**config.mk**
```make
export PLATFORM = sky130hd
export DESIGN_NAME = slide_scan
export DESIGN_NICKNAME = d
export VERILOG_FILES = /design/src/rtl/slide_pkg.sv /design/src/rtl/slide_avg2.sv /design/src/rtl/slide_scan.sv
export SDC_FILE = /design/constraint.sdc
export NUM_CORES = 1
export LEC_CHECK = 0
export ABC_AREA = 1
export BUFFER_PORTS_ARGS = -buffer_cell sky130_fd_sc_hd__buf_2
export CAP_MARGIN = 30
export CORE_MARGIN = 1.5
export CORE_UTILIZATION = 46
export DETAILED_ROUTE_END_ITERATION = 8
export GPL_TIMING_DRIVEN = 0
export PLACE_DENSITY = 0.71
export REMOVE_ABC_BUFFERS = 1
export SYNTH_ARGS = -nofsm -noshare
export SYNTH_HDL_FRONTEND = slang
export SYNTH_HIERARCHICAL = 1
export SYNTH_SLANG_ARGS = --single-unit
```
**constraint.sdc**
```tcl
create_clock -name clk -period 1.48 [get_ports clk]
set_clock_uncertainty 0.1 [all_clocks]
set_input_delay 0.444 -clock clk [delete_from_list [all_inputs] [get_ports clk]]
set_output_delay 0.444 -clock clk [all_outputs]
set_load 0.01 [all_outputs]
```
**src/rtl/slide_pkg.sv**
```systemverilog
`default_nettype none
// +----------------------------------------------------------------------+
// | Module : slide_pkg                                                   |
// | Shared types and constants for the slide-pot A2D channel scanner.    |
// | Rev    : 1.0  initial release                                        |
// +----------------------------------------------------------------------+
package slide_pkg;

  localparam int MAX_CH     = 8;
  localparam int RES_W_DEF  = 12;
  localparam int CHNL_W_DEF = 3;

  // Slot 0 in the low bits; slot 5 maps to physical channel 7.
  localparam logic [6*CHNL_W_DEF-1:0] CH_MAP_DEF = {3'd7, 3'd4, 3'd3, 3'd2, 3'd1, 3'd0};

  typedef enum logic [1:0] {
    ST_IDLE  = 2'd0,
    ST_START = 2'd1,
    ST_WAIT  = 2'd2,
    ST_STORE = 2'd3
  } scan_state_t;

endpackage
`default_nettype wire

```
**src/rtl/slide_avg2.sv**
```systemverilog
`default_nettype none
// +----------------------------------------------------------------------+
// | Module : slide_avg2                                                  |
// | Holds the first of two samples and forms the rounded mean with the   |
// | second sample presented on the same input.                           |
// | Rev    : 1.0  initial release                                        |
// +----------------------------------------------------------------------+
module slide_avg2 #(
  parameter int RES_W = 12
) (
  input  logic             clk,
  input  logic             rst,
  input  logic             load,
  input  logic [RES_W-1:0] sample,
  output logic [RES_W-1:0] avg
);

  logic [RES_W-1:0] first_q;
  logic [RES_W:0]   sum;

  // First-sample register, loaded on the first conversion of a slot.
  always_ff @(posedge clk) begin
    if (rst)       first_q <= '0;
    else if (load) first_q <= sample;
  end

  // One extra bit keeps the rounded sum from overflowing.
  always_comb begin
    sum = {1'b0, first_q} + {1'b0, sample} + {{RES_W{1'b0}}, 1'b1};
    avg = RES_W'(sum >> 1);
  end

endmodule
`default_nettype wire

```
**src/rtl/slide_scan.sv**
```systemverilog
`default_nettype none
// +----------------------------------------------------------------------+
// | Module : slide_scan                                                  |
// | Round-robin A2D channel scanner: steps through CH_MAP, drives the    |
// | start/complete handshake and stores each result per slot.            |
// | Optional: define SLIDE_AVG_EN to convert each slot twice and store   |
// | the rounded average.                                                 |
// | Rev    : 1.0  initial release                                        |
// +----------------------------------------------------------------------+
module slide_scan
  import slide_pkg::*;
#(
  parameter int                       NUM_CH = 6,
  parameter int                       RES_W  = RES_W_DEF,
  parameter int                       CHNL_W = CHNL_W_DEF,
  parameter logic [NUM_CH*CHNL_W-1:0] CH_MAP = CH_MAP_DEF
) (
  input  logic                    clk,
  input  logic                    rst,
  input  logic                    cont,
  input  logic                    scan_go,
  input  logic                    cnv_cmplt,
  input  logic [RES_W-1:0]        res,
  output logic [CHNL_W-1:0]       chnnl,
  output logic                    strt_cnv,
  output logic [NUM_CH*RES_W-1:0] pot_res,
  output logic [NUM_CH-1:0]       res_vld,
  output logic                    scan_done,
  output logic                    busy
);

  localparam int                IDX_W = (NUM_CH > 1) ? $clog2(NUM_CH) : 1;
  localparam int                TAB_N = 1 << IDX_W;
  localparam logic [IDX_W-1:0]  LAST  = IDX_W'(NUM_CH - 1);

  scan_state_t       state, nxt_state;
  logic [IDX_W-1:0]  idx, idx_adv, idx_sel;
  logic [CHNL_W-1:0] ch_tab [TAB_N];
  logic              cap, more_conv;
  logic [RES_W-1:0]  cap_val, hold_q;
  logic              strt_d, done_d, busy_d;
  logic [NUM_CH-1:0] vld_d;

  // Channel lookup padded to a power of two so any index value is legal.
  for (genvar t = 0; t < TAB_N; t++) begin : g_tab
    if (t < NUM_CH) begin : g_map
      assign ch_tab[t] = CH_MAP[t*CHNL_W +: CHNL_W];
    end else begin : g_pad
      assign ch_tab[t] = '0;
    end
  end

  assign cap     = (state == ST_WAIT) && cnv_cmplt;
  assign idx_adv = (idx == LAST) ? '0 : idx + 1'b1;
  assign idx_sel = (state == ST_STORE) ? idx_adv : idx;

`ifdef SLIDE_AVG_EN
  logic             phase_q;
  logic [RES_W-1:0] avg_w;

  // Tracks whether the slot's first or second conversion is in flight.
  always_ff @(posedge clk) begin
    if (rst)      phase_q <= 1'b0;
    else if (cap) phase_q <= ~phase_q;
  end

  slide_avg2 #(.RES_W(RES_W)) u_avg (
    .clk    (clk),
    .rst    (rst),
    .load   (cap && !phase_q),
    .sample (res),
    .avg    (avg_w)
  );

  assign more_conv = ~phase_q;
  assign cap_val   = avg_w;
`else
  assign more_conv = 1'b0;
  assign cap_val   = res;
`endif

  // State register.
  always_ff @(posedge clk) begin
    if (rst) state <= ST_IDLE;
    else     state <= nxt_state;
  end

  // Next-state logic; cont is only consulted in IDLE and at the end of a pass.
  always_comb begin
    nxt_state = state;
    case (state)
      ST_IDLE:  if (scan_go || cont) nxt_state = ST_START;
      ST_START: nxt_state = ST_WAIT;
      ST_WAIT:  if (cnv_cmplt) nxt_state = more_conv ? ST_START : ST_STORE;
      ST_STORE: nxt_state = (idx != LAST || cont) ? ST_START : ST_IDLE;
      default:  nxt_state = ST_IDLE;
    endcase
  end

  // Output decode, registered below so every port comes straight from a flop.
  always_comb begin
    strt_d = (state == ST_START);
    done_d = (state == ST_STORE) && (idx == LAST);
    busy_d = (nxt_state != ST_IDLE);
    for (int i = 0; i < NUM_CH; i++) begin
      vld_d[i] = (state == ST_STORE) && (idx == IDX_W'(i));
    end
  end

  // Output registers, slot index and channel select.
  always_ff @(posedge clk) begin
    if (rst) begin
      strt_cnv  <= 1'b0;
      res_vld   <= '0;
      scan_done <= 1'b0;
      busy      <= 1'b0;
      idx       <= '0;
      chnnl     <= '0;
      hold_q    <= '0;
    end else begin
      strt_cnv  <= strt_d;
      res_vld   <= vld_d;
      scan_done <= done_d;
      busy      <= busy_d;
      if (state == ST_STORE)          idx    <= idx_adv;
      if (nxt_state == ST_START)      chnnl  <= ch_tab[idx_sel];
      if (cap && !more_conv)          hold_q <= cap_val;
    end
  end

  // Result register bank, one register per slot.
  for (genvar g = 0; g < NUM_CH; g++) begin : g_slot
    logic [RES_W-1:0] slot_q;
    always_ff @(posedge clk) begin
      if (rst)                                           slot_q <= '0;
      else if (state == ST_STORE && idx == IDX_W'(g))    slot_q <= hold_q;
    end
    assign pot_res[g*RES_W +: RES_W] = slot_q;
  end

endmodule
`default_nettype wire
```
* Word-level counts from Yosys, hierarchy flattened
Memories as Yosys holds them, arrays and structs flattened. A register that Yosys moved wholly into a read port is not among the register bits. Cells that the tools add are included. Widths: inputs -> output; s select.
Storage, ports and cells: register bits 98, memory bits (read-only) 24, bits of input ports 17, word-level logic and storage cells 44, memories 1
Memory list:
- (no name shown) | words 8, width 3, rd ports 1, clocked after Yosys merged registers in 1, wr ports 0, line slide_scan.sv:126 | if (nxt_state == ST_START) chnnl <= ch_tab[idx_sel];
Cells by class: $add $sub $neg 1, eq/ne operators 10, multiplexer cells 6, bitwise logic cells 1, reduce and logical (&&, ||, !) cells 12
Operators with widths (number):
- $pmux 2 s4 | 1
- $logic_and 1x1->1 | 7
- $eq 3x2->1 const B | 2
- $eq 3x3->1 const B | 2
- $mux 3 | 2
- $eq 2x1->1 const B | 2
- $eq 2x2->1 const B | 2
- $mux 2 | 2
- $not 3->4 | 1
- $add 3x1->3 const B | 1
- $eq 3x1->1 const B | 1
- $logic_not 3->1 | 1
- $ne 3x3->1 const B | 1
- $logic_not 2->1 | 1
- $logic_or 1x1->1 | 2
- $reduce_bool 2->1 | 1
- $mux 1 | 1

* Logic depth before layout (Yosys ltp)
word-level depth 5, depth in mapped cells 11

* Worst setup path before layout
Ideal clock, no wire load.
path type reg-to-reg, start point register idx[2], end point register chnnl[1], setup time 0.112 ns, data arrival time 1.291 ns, required time 1.268 ns, path slack -0.023 ns, stages on the path, launching flop included 11, buffers on the path 0, cell sequence dfxtp_1 inv_1 ha_1 nor2_1 nand2_1 nand2_1 inv_1 nand2_1 o21ai_1 nor2_1 nor2_1
Between the ends: word-level cells in the longest chain between the ends 5
RTL lines:
- start: declaration | line slide_scan.sv:37 | logic [IDX_W-1:0] idx, idx_adv, idx_sel;
- start signal: assignment | line slide_scan.sv:125 | if (state == ST_STORE) idx <= idx_adv;
- $ne 3x3->1 | line slide_scan.sv:95 | ST_STORE: nxt_state = (idx != LAST || cont) ? ST_START : ST_IDLE;
- $logic_or 1x1->1 | line slide_scan.sv:95
- $mux 1 | line slide_scan.sv:95
- $pmux 2 s4 | line slide_scan.sv:91 | case (state)
- $eq 2x1->1 | line slide_scan.sv:126
- end: declaration | line slide_scan.sv:24 | output logic [CHNL_W-1:0] chnnl,
Several ways; a longest one is shown, not always the timed one. A chain may end at the register's enable or synchronous reset.

* Worst setup path in the final report
start point register state[1], end point register g_slot[0].slot_q[7]
Between the ends: word-level cells in the longest chain between the ends 2
RTL lines:
- start: declaration | line slide_scan.sv:36 | scan_state_t state, nxt_state;
- start signal: assignment | line slide_scan.sv:85 | else state <= nxt_state;
- $eq 2x2->1 | line slide_scan.sv:136 | else if (state == ST_STORE && idx == IDX_W'(g)) slot_q <= hold_q;
- $logic_and 1x1->1 | line slide_scan.sv:136
- end signal: assignment | line slide_scan.sv:136
- end: declaration | line slide_scan.sv:133 | logic [RES_W-1:0] slot_q;
No other way between the ends.

==> metrics.csv <==
stage,metric,value,unit
die,core_area,7727,µm²
die,rows,32,
cells_and_area,n_fill_cell,699,
global_routing,overflow,0,
place,port_buffers,100,
global_routing,grt_max_degree,48,
setup_path,worstRegToRegCells,7,
setup_path,slowest_delay,0.39,ns
setup_path,critPathCaptureType,flop,
sta,period_needed,1.511,ns
place,dp_hpwl,5823,µm
die,die_area,8545,µm²
setup_path,r2r-start,state[1],
cts,postCtsHoldBufs,0,
cts,numClockSinks,100,
cts,clock_latency,0.36,ns
outcome,violations,negative setup slack,
die,die_x,92.44,µm
cells_and_area,multiInputGateArea,1463,µm²
detailed_routing,wl,9325,µm
detailed_routing,firstDrtPassIters,4,
global_routing,grt_pass1_wl,14280,µm
setup_path,crit_chain,ha_4 -> inv_4 -> nor2_4 -> buf_12 -> nand2_4 -> o21ai_0 -> nor2_1,
place,place.gp.congestion,0.7589,
logic_synthesis,synth_cells,464,
cells_and_area,layout.nets,588,
setup_path,crit_buf_inv,2,
place,placedCellCount,642,
detailed_routing,ant_nets,0,
cts,cts_buffer_depth,2,
sta,whs,0.2245,ns
sta,setup_ws,-0.03068,ns
detailed_routing,drt-initial-drc-count,166,
hold_path,whs_endpoint,hold_q[7],
cells_and_area,seq_area,2021,µm²
hold_path,holdCritPathClass,input port to flop,
cells_and_area,num_antenna_cells,0,
setup_path,cp_slowest_cell,dfxtp_4,
setup_path,cp_max_fo,14,
pwr,leakage,2.131,nW
setup_path,path_class,flop to flop,
setup_path,cp_data_required_time,1.64,ns
logic_synthesis,synth.distinct_cells,21,
sta,rsz0062_at_grt,true,
sta,setup_viol,12,
cells_and_area,drive_above_1_share,29.95,%
cts,numCtsBuffers,9,
logic_synthesis,synthSimpleGateAreaFrac,19.18,%
hold_path,worstHoldStart,res[7],
detailed_routing,avgRoutedWirePerCell,13.86,µm
cts,cts_tree,built,
setup_path,critPathTopFamily,flip-flops,
cts,cts-htree-levels,3,
setup_path,worstPathArrival,1.67,ns
die,die_y,92.44,µm
logic_synthesis,syn_avg_cell_area,7.931,µm²
die,initial_core_util,47.62,%
hold_path,min_path_cells,3,
setup_path,r2r_slack,-0.03,ns
logic_synthesis,synth_area,3680,µm²
flow_run,drv_cap,0,
sta,relSlewSlack,70.52,%
global_routing,grt_pass1_vias,2902,
logic_synthesis,synth_mux_area_share,0,%
cells_and_area,area_delta_synth_final,27.47,%
logic_synthesis,synth-adder-area-share,1.700,%
cells_and_area,final_cells,673,
die,io_pins,101,
cells_and_area,final_cell_mix,"nor2_1, buf_2, dfxtp_1, o21ai_0, o21ai_1",
setup_path,rr_endpoint,g_slot[0].slot_q[7],
setup_path,startpoint_type,flop,
detailed_routing,via_per_inst,4.872,
cts,clock-root-buffer,clkbuf_8,
sta,fmax,662.0,MHz
pwr,p_per_area,1333,nW/µm²
detailed_routing,post-route-drc-count,0,
pwr,peakVddDrop,802.4,µV
global_routing,antenna_found_initial,0,
cells_and_area,layout_commonest_cell,nor2_1,
sta,hold_viol,0,
logic_synthesis,synth_compound_area_share,15.44,%
logic_synthesis,synth_top_family_by_area,simple AND/OR/NAND/NOR gates,
detailed_routing,vias,3279,
place,place_ws,-0.6570,ns
sta,final_max_slew_viol_count,0,
logic_synthesis,synth-xor-area-share,0,%
outcome,status,finished with violations,
sta,min_period_over_period,102.1,%
cts,path_clk_slew,0.10,ns
global_routing,grtUsageTotal,21.92,%
sta,worstMarginPinSlew,0.4416,ns
logic_synthesis,synth_seq_area_share,54.40,%
logic_synthesis,ys_seq_elements,100,
logic_synthesis,ys_warn_count,6,
how the worst max path moves through the flow:
stage,start,endpoint,depth (start not counted)
after floorplan,rst,g_slot[4].slot_q[0],3
after global placement,rst,g_slot[4].slot_q[5],4
after detailed placement,state[0],g_slot[4].slot_q[3],4
after CTS,state[1],g_slot[0].slot_q[8],7
after global routing,state[0],chnnl[1],10
final,state[1],g_slot[0].slot_q[7],7
sequential cells by signal, summed over array words and instances, names as in the netlist:
signal,flops
busy,1
state,2
chnnl,3
strt_cnv,1
g_slot.slot_q,72
hold_q,12
res_vld,6
idx,3
power by group:
part           switching (mW)  internal [mW]
clock network           0.933           1.01
registers               0.277           2.91
logic                   0.678          0.451
layout make-up:
cell class,instances,share of cell area [%]
clock inverters,5,1.760
repair inverters,2,0.2934
flip-flops and latches,100,43.08
multi-input cells,293,31.18
well taps,102,2.721
repair buffers,114,13.71
clock buffers,11,3.014
inverters,46,4.241
cells by family after synthesis:
| logic type | count (synthesis) |
|---|---|
| compound gates | 113 |
| fa+ha+maj | 5 |
| buf+inv | 71 |
| flops | 100 |
| simple gates | 175 |
worst min-delay path: stages:
cell and delay (ns):
buf_2 0.07, o21ai_0 0.07, nor2_1 0.07
per-stage QoR:
step / utilization [%] / area, µm² / TNS (ns) / power, mW
3_3_place_gp: 53.56 / 4139 / -104.96 / 4.127
6_report: 60.70 / 4691 / -0.1444 / 6.252
4_1_cts: 58.69 / 4536 / -0.03984 / 6.139
3_5_place_dp: 53.82 / 4159 / -26.97 / 4.155
5_1_grt: 60.70 / 4691 / -3.304 / 6.579
2_1_floorplan: - / 3511 / -27.55 / 3.775
per-layer routing:
layer  global-route usage (%)  up-vias  part of all wire, %  wire length (µm)
met4                    8.590        0                  1.4               127
met1                    28.31     1485                   43              3983
li1                         -     1681                    -                 -
met3                    3.777       12                  7.3               680
met2                    36.34      101                   49              4534
met5                        0        -                    0                 0
repair_timing:
| item | CTS | global route |
|---|---|---|
| setup buffers | 8 | 5 |
| cloned | 1 | 1 |
| setup endpoints to repair | 92 | 85 |
| resized for setup | 22 | 56 |
| pin swaps | 3 | 15 |
cell usage after synthesis:
cell type	n	area share [%]
clkbuf_1	11	1.1
buf_2	2	0.27
dfxtp_1	100	54
o21ai_1	14	1.9
nand3_1	3	0.41
o21bai_1	1	0.20
inv_1	40	4.1
buf_4	3	0.61
clkbuf_2	1	0.14
nand3_2	2	0.54
nor2_4	2	0.61
ha_1	5	1.7
o21ai_0	71	9.7
nor2_1	141	14
nand2_2	3	0.51
nand2_4	1	0.31
buf_6	8	2.4
inv_2	6	0.61
nand2_1	22	2.2
nand4_1	1	0.17
a21oi_1	27	3.7
Note: power is estimated with default switching activity, not from simulation.
